[src/rtl/rob.sv]
// Reorder buffer: allocates 1-4 slots per cycle and accepts out-of-order writeback on two ports.
// Retires up to two completed entries per cycle to the register file, in program order.
module rob #(
   parameter int ROB_DEPTHLOG2 = 4
) (
   input  logic                               clock,
   input  logic                               reset,
   input  logic                               reserve,
   input  logic [1:0]                         reserve_count,
   input  logic [3:0][4:0]                    dest_reg,
   input  logic [3:0]                         dest_reg_valid,
   output logic [3:0][ROB_DEPTHLOG2-1:0]      reserved_slots,
   output logic                               rob_full,
   input  logic [1:0]                         wb_valid,
   input  logic [1:0][ROB_DEPTHLOG2-1:0]      wb_slot,
   input  logic [1:0][31:0]                   wb_data,
   output logic [1:0]                         rf_we,
   output logic [1:0][4:0]                    rf_waddr,
   output logic [1:0][31:0]                   rf_wdata,
   input  logic                               flush
);

   localparam int L     = ROB_DEPTHLOG2;
   localparam int DEPTH = 1 << L;
   localparam int CNT_W = L + 1;

   typedef logic [L-1:0] idx_t;

   idx_t             head;
   idx_t             tail;
   logic [CNT_W-1:0] count;

   logic [DEPTH-1:0] busy;
   logic [DEPTH-1:0] done;
   logic [DEPTH-1:0] dreg_v;
   logic [4:0]       dreg [DEPTH];
   logic [31:0]      data [DEPTH];

   logic             alloc_ok;
   logic [2:0]       n_alloc;
   idx_t             head1;
   logic             ret0;
   logic             ret1;
   logic [1:0]       n_retire;

   // Slot indices come straight from the registered tail so decode sees them in the request cycle.
   always_comb begin
      for (int k = 0; k < 4; k++) begin
         reserved_slots[k] = tail + idx_t'(k);
      end
   end

   assign rob_full = (count > CNT_W'(DEPTH - 4));
   assign alloc_ok = reserve & ~rob_full;
   assign n_alloc  = alloc_ok ? ({1'b0, reserve_count} + 3'd1) : 3'd0;

   // Retire looks only at registered done bits, so a writeback becomes retirable one cycle later.
   assign head1    = head + idx_t'(1);
   assign ret0     = busy[head] & done[head];
   assign ret1     = ret0 & busy[head1] & done[head1];
   assign n_retire = {1'b0, ret0} + {1'b0, ret1};

   always_ff @(posedge clock) begin
      if (reset || flush) begin
         head  <= '0;
         tail  <= '0;
         count <= '0;
         busy  <= '0;
         done  <= '0;
         rf_we <= '0;
      end else begin
         for (int p = 0; p < 2; p++) begin
            if (wb_valid[p] && busy[wb_slot[p]]) begin
               done[wb_slot[p]] <= 1'b1;
            end
         end
         if (ret0) begin
            busy[head] <= 1'b0;
            done[head] <= 1'b0;
         end
         if (ret1) begin
            busy[head1] <= 1'b0;
            done[head1] <= 1'b0;
         end
         for (int k = 0; k < 4; k++) begin
            if (alloc_ok && (2'(k) <= reserve_count)) begin
               busy[reserved_slots[k]] <= 1'b1;
               done[reserved_slots[k]] <= 1'b0;
            end
         end
         tail     <= tail + idx_t'(n_alloc);
         head     <= head + idx_t'(n_retire);
         count    <= count + CNT_W'(n_alloc) - CNT_W'(n_retire);
         rf_we[0] <= ret0 & dreg_v[head];
         rf_we[1] <= ret1 & dreg_v[head1];
      end
   end

   // Payload storage needs no reset: it is only consumed when the matching busy/done bits say so.
   always_ff @(posedge clock) begin
      for (int p = 0; p < 2; p++) begin
         if (wb_valid[p] && busy[wb_slot[p]]) begin
            data[wb_slot[p]] <= wb_data[p];
         end
      end
      for (int k = 0; k < 4; k++) begin
         if (alloc_ok && (2'(k) <= reserve_count)) begin
            dreg[reserved_slots[k]]   <= dest_reg[k];
            dreg_v[reserved_slots[k]] <= dest_reg_valid[k];
         end
      end
      rf_waddr[0] <= dreg[head];
      rf_wdata[0] <= data[head];
      rf_waddr[1] <= dreg[head1];
      rf_wdata[1] <= data[head1];
   end

endmodule

[config.mk]
export PLATFORM = sky130hd
export DESIGN_NAME = rob
export DESIGN_NICKNAME = d
export VERILOG_FILES = /design/src/rtl/rob.sv
export SDC_FILE = /design/constraint.sdc
export NUM_CORES = 2
export LEC_CHECK = 0
export ABC_AREA = 1
export ABC_CLOCK_PERIOD_IN_PS = 8700
export BUFFER_PORTS_ARGS = -buffer_cell sky130_fd_sc_hd__buf_2
export CAP_MARGIN = 15
export CORE_ASPECT_RATIO = 0.5
export CORE_MARGIN = 2
export CORE_UTILIZATION = 50
export DETAILED_ROUTE_END_ITERATION = 16
export PLACE_DENSITY = 0.71
export RECOVER_POWER = 100
export REMOVE_ABC_BUFFERS = 1
export SKIP_LAST_GASP = 1
export SLEW_MARGIN = 25
export SYNTH_ARGS = -nofsm -noshare
export SYNTH_HDL_FRONTEND = slang
export SYNTH_SLANG_ARGS = --single-unit
[constraint.sdc]
create_clock -name clock -period 8.7 [get_ports clock]
set_clock_uncertainty 0.1 [all_clocks]
set_input_delay 1.74 -clock clock [delete_from_list [all_inputs] [get_ports clock]]
set_output_delay 1.74 -clock clock [all_outputs]
set_load 0.01 [all_outputs]
Word level (Yosys, flattened, before mapping)
Memories as Yosys holds them, arrays and structs flattened. A register that Yosys moved wholly into a read port is not among the register bits. Index checks and enable logic that the tools add are counted.

Flip-flop bits (word level): 63. Latch bits: 0. Memory bits (writable): 592. Bits in read-only memories: 0. Output and inout bits: 93. Memories: 2.

$add $sub $neg: 10. Multipliers: 0. Divide/modulo/power cells: 0. Magnitude comparators: 21. Eq/ne operators: 0. Shift operators: 0. Mux-type cells: 79. Bitwise gates (word level): 27. Reduce and logical (&&, ||, !) cells: 15.

Memory list: data (words 16, width 32, read ports 2, clocked after Yosys merged registers in 2, write ports 2, RTL line 37) `logic [31:0] data [DEPTH];`; dreg (words 16, width 5, read ports 2, clocked after Yosys merged registers in 2, write ports 4, RTL line 36) `logic [4:0] dreg [DEPTH];`.

Operator list (count): $mux W16 (30); $and A16 B16 Y16 (8); $not A16 Y16 (6); $or A16 B16 Y16 (6); $bwmux W16 (4); $lt A4 B5 Y1 const B (8); $bmux W1 S4 (8); $demux W1 S4 (8); $ge A4 B1 Y1 const B (8); $mux W1 (28); $logic_and A1 B1 Y1 (14); $add A4 B1 Y4 const B (2); $add A4 B2 Y4 const B (2); $and A1 B1 Y1 (6); $add A5 B3 Y5 (1); $gt A5 B4 Y1 const B (1); $sub A5 B2 Y5 (1); $add A4 B2 Y4 (1); $add A4 B3 Y4 (1); $le A1 B2 Y1 const A (2); $le A2 B2 Y1 const A (2); $add A2 B1 Y3 const B (1); $mux W3 (1); $add A1 B1 Y2 (1); 2 further kinds (2).

Logic depth before layout (Yosys ltp)
Depth in word-level cells: 27. Mapped depth: 28.

Least setup slack after synthesis
Ideal clock, no wire load.

Kind: register -> register. Start point: register head[0]. End point: register count[4]. Library setup time: 0.125 ns. Arrival time: 4.417 ns. Data required time: 8.475 ns. Slack: 4.058 ns. Stages on the path, launching flop included: 29. Buffers on the path: 7. Cells stage by stage: dfxtp_1 -> inv_1 -> buf_2 -> buf_2 -> buf_2 -> buf_1 -> ha_1 -> buf_2 -> inv_1 -> buf_2 -> nand3_1 -> nand3_1 -> nand2_1 -> nor2_1 -> nor2_1 -> nor2_4 -> buf_4 -> nand2_1 -> inv_1 -> ha_1 -> ha_1 -> inv_1 -> ha_1 -> inv_1 -> fa_1 -> nor3_1 -> a211oi_1 -> o21ai_0 -> a21oi_1.

Cells in the longest elaborated chain, start to end: 7. Elaborated cells on any way between the ends: 14. Classes of those cells: add/sub (3); mux (8); bitwise (3).

RTL lines: start, declared (RTL line 29) `idx_t head;`; start signal, assigned (RTL line 92) `head <= head + idx_t'(n_retire);`; $add A4 B1 Y4 or $bmux W1 S4 (tied branches) (RTL line 58, 59); $bmux W1 S4 or $mux W1 (tied branches) (RTL line 60, 59); $mux W1 (implied by the code) or $and A1 B1 Y1 (tied branches) (RTL line 60, 59); $and A1 B1 Y1 (2 in series) (RTL line 60) `assign ret1 = ret0 & busy[head1] & done[head1];`; $add A1 B1 Y2 (*) (RTL line 61) `assign n_retire = {1'b0, ret0} + {1'b0, ret1};`; $sub A5 B2 Y5 (*) (RTL line 93) `count <= count + CNT_W'(n_alloc) - CNT_W'(n_retire);`; end signal, assigned (RTL line 93); end, declared (RTL line 31) `logic [CNT_W-1:0] count;`.

Mark *: on every way between the ends. The rest lies on a longest branch, timed or not. The select of a mux whose other input is x is not followed. A chain may end at the register's enable or synchronous reset.

==> out/summary.md <==
Global routing
* via count of the first global-routing pass: 38600
* first-pass GRT wire length: 227 mm
* number of antenna violations at the first check in global routing: 4
* pin count of the biggest net entering global routing: 236
* grt total ovfl: 0
* All-Layer GR Usage: 32.6%

Yosys
* sequential element share of the synthesized area: 46.8%
* synth unique cells: 41
* Synth Cell Area: 43900 um2
* EDFF count, synth: 592
* Synth Register Bits: 729
* Synth warnings: 0
* Post-Syn Instances: 5774
* fraction of registers with async set or reset after synthesis: 0%
* Top FF cell, synth: edfxtp_1
* Avg Synthesized Cell Area: 7.60 um2

Critical path
* Critical Path Start Type: input pin
* Slowest cell on crit path: nand3_1
* largest fanout of any net on the critical path: 65
* required time reported for the critical path endpoint: 8900 ps
* cell-by-cell listing of the critical path: clkbuf_1, nor2_1, a22oi_1, nand2_1, nand2_1, nand2_1, inv_2, nand2_4, nand3_1, nand2_1, buf_4
* arrival time worst endpoint: 7410 ps
* critical path's most frequent cell: nand2_1
* sort of element at the end of the critical path: flop
* biggest cell delay along the critical path: 2100 ps
* worst setup path category: in2reg

STA
* final setup slack of the worst path: 1480 ps
* final critical-path share of the clock period: 82.9%
* count of pins over their slew limit: 1632
* Slew @ Worst Pin: 3040 ps
* Final Hold Viols: 0
* final-layout worst hold slack: 401 ps
* min Tclk post-route: 7220 ps
* Max Clk Rate: 139 MHz
* setup repair after global routing missed its margin: false
* Slew Limit Headroom: -103%
* final setup fails: 0

Drt
* via/cell ratio: 6.21
* drt pass-1 iters: 7
* antenna viol nets, final: 0
* Final Routed Wirelength: 151 mm
* DRC violation total after the first TritonRoute iteration: 6392
* DRC errors left: 0
* vias: 42000
* wire length per cell: 22.3 um

Pwr
* ratio of total power to cell area: 166 nW/um2
* Peak VDD IR: 0.000177 V
* leakage: 0.0176 uW

CTS
* number of sinks driven by the clock tree: 729
* number of gates resized after CTS: 0
* Post-CTS Hold Fix Bufs: 0
* TritonCTS clock tree: yes
* clock latency at the later pin of the worst-skew pair: 680 ps
* H-tree Lvls: 3
* Root Buffer Master: clkbuf_16
* maximum count of clock buffers along a single path: 3
* number of buffers inserted by post-CTS setup repair: 0
* CTS buffer count: 71
* CTS clock-pin slew for the worst setup and hold paths: 70 ps

Outcome
* outcome: finished with violations
* violations in the final reports: capacitance limit, slew limit

Place
* Placer Congestion: 0.978
* worst setup slack before clock tree synthesis: 2940 ps
* final HPWL from detailed placement: 91.4 mm
* Port Buffer Count: 196
* total instance count after detailed placement: 6642

Final layout
* fraction of layout cells with a size suffix above 1: 5.21%
* area grow syn2layout: 5.71%
* number of non-filler instances in the completed layout: 6776
* net total in the final layout: 5686
* Filler Cell Count: 7985

Min path
* Hold Path Class: reg2reg

Floorplanning
* die area: 90200 um2
* standard cell core area: 86400 um2
* count of standard-cell rows: 76
* DIE HEIGHT: 213 um
* Die Span X: 423 um
* I/O pins: 197
* Initial Utilization: 50.7%

Flow run
* max-cap violation count: 27

==> stage by stage <==
stage / power (uW) / setup TNS (ps) / cell area, um2 / util [%]
finish: 7720 / 0 / 46400 / 53.6
global route: 7920 / 0 / 46400 / 53.6
CTS: 7720 / 0 / 46800 / 54.1
detailed placement: 4590 / 0 / 44500 / 51.4
global placement: 4570 / 0 / 44400 / 51.4
floorplan: 4310 / -3276420 / 41400 / -
==> where the power goes <==
part           leakage, uW  switching [uW]  internal, uW  total [uW]
Combinational       0.0100             452           185         637
Sequential         0.00646            52.9          3830        3880
Clock              0.00113            1470          1730        3200
Total               0.0176            1980          5740        7720
==> layout make-up <==
cell class	count	area, um2	area share, %
flip-flops and latches	729	20500	44.3
repair buffers	232	1140	2.46
inverters	393	1480	3.20
clock buffers	98	2010	4.34
clock inverters	33	299	0.645
multi-input cells	4118	19400	41.9
well taps	1170	1460	3.16
diodes	3	7.51	0.0162
==> final timing paths <==
check             startpoint          end  slack, ps  depth (start not counted)
hold reg to reg     done[13]     done[13]        400                          2
setup reg to reg     head[0]     count[4]       1540                         21
hold / removal      done[13]     done[13]        400                          2
setup / recovery  wb_slot[4]  data[13][3]       1480                         11
==> cells in the mapped netlist (15+ instances only) <==
cell	instances	share of area, %
ha_1	33	0.94
nand2_1	995	8.5
clkbuf_1	243	2.1
edfxtp_1	592	41
o21ai_0	1282	15
a21oi_1	570	6.5
inv_1	374	3.2
dfxtp_1	137	6.3
buf_2	185	2.1
nand3_1	118	1.3
buf_1	72	0.62
a22oi_1	111	1.9
buf_4	19	0.33
nand4_1	37	0.53
o21ai_1	245	2.8
nor2_1	649	5.6
buf_6	15	0.39
==> flip-flops by register name, indices dropped and copies added (netlist names) <==
register	flops
rf_we	2
rf_wdata	64
rf_waddr	10
dreg_v	16
dreg	80
done	16
count	5
data	512
busy	16
head	4
tail	4
==> critical path, delay by kind of cell <==
kind | cells | cell delay, ps
simple gates | 7 | 4710
compound gates | 1 | 160
buf+inv | 3 | 760
==> cell usage in the layout, fill, tap and decap left out, types with 105 or more instances in the layout <==
master    instances
a21oi_1         570
a22oi_1         111
buf_2           105
clkbuf_1        113
dfxtp_1         136
edfxtp_1        592
inv_1           374
nand2_1         991
nand3_1         129
nor2_1          647
o21ai_0        1511
==> metal layers <==
| layer | share of wire (%) | vias up | GRT usage, % |
|---|---|---|---|
| met3 | 12 | 478 | 5.42 |
| met1 | 39 | 19400 | 44.0 |
| met5 | 0 | - | 0 |
| met2 | 44 | 2882 | 51.8 |
| met4 | 4.7 | 0 | 15.0 |
| li1 | - | 19300 | - |
==> logic make-up after synthesis <==
family          Yosys count  share of synthesized area [%]
compound gates         2225                           26.1
simple gates           1850                           16.9
buf+inv                 927                           8.88
flops                   729                           46.8
fa+ha+maj                37                           1.12
xor+xnor                  6                          0.154
No activity file was read; power rests on OpenSTA's default activity.
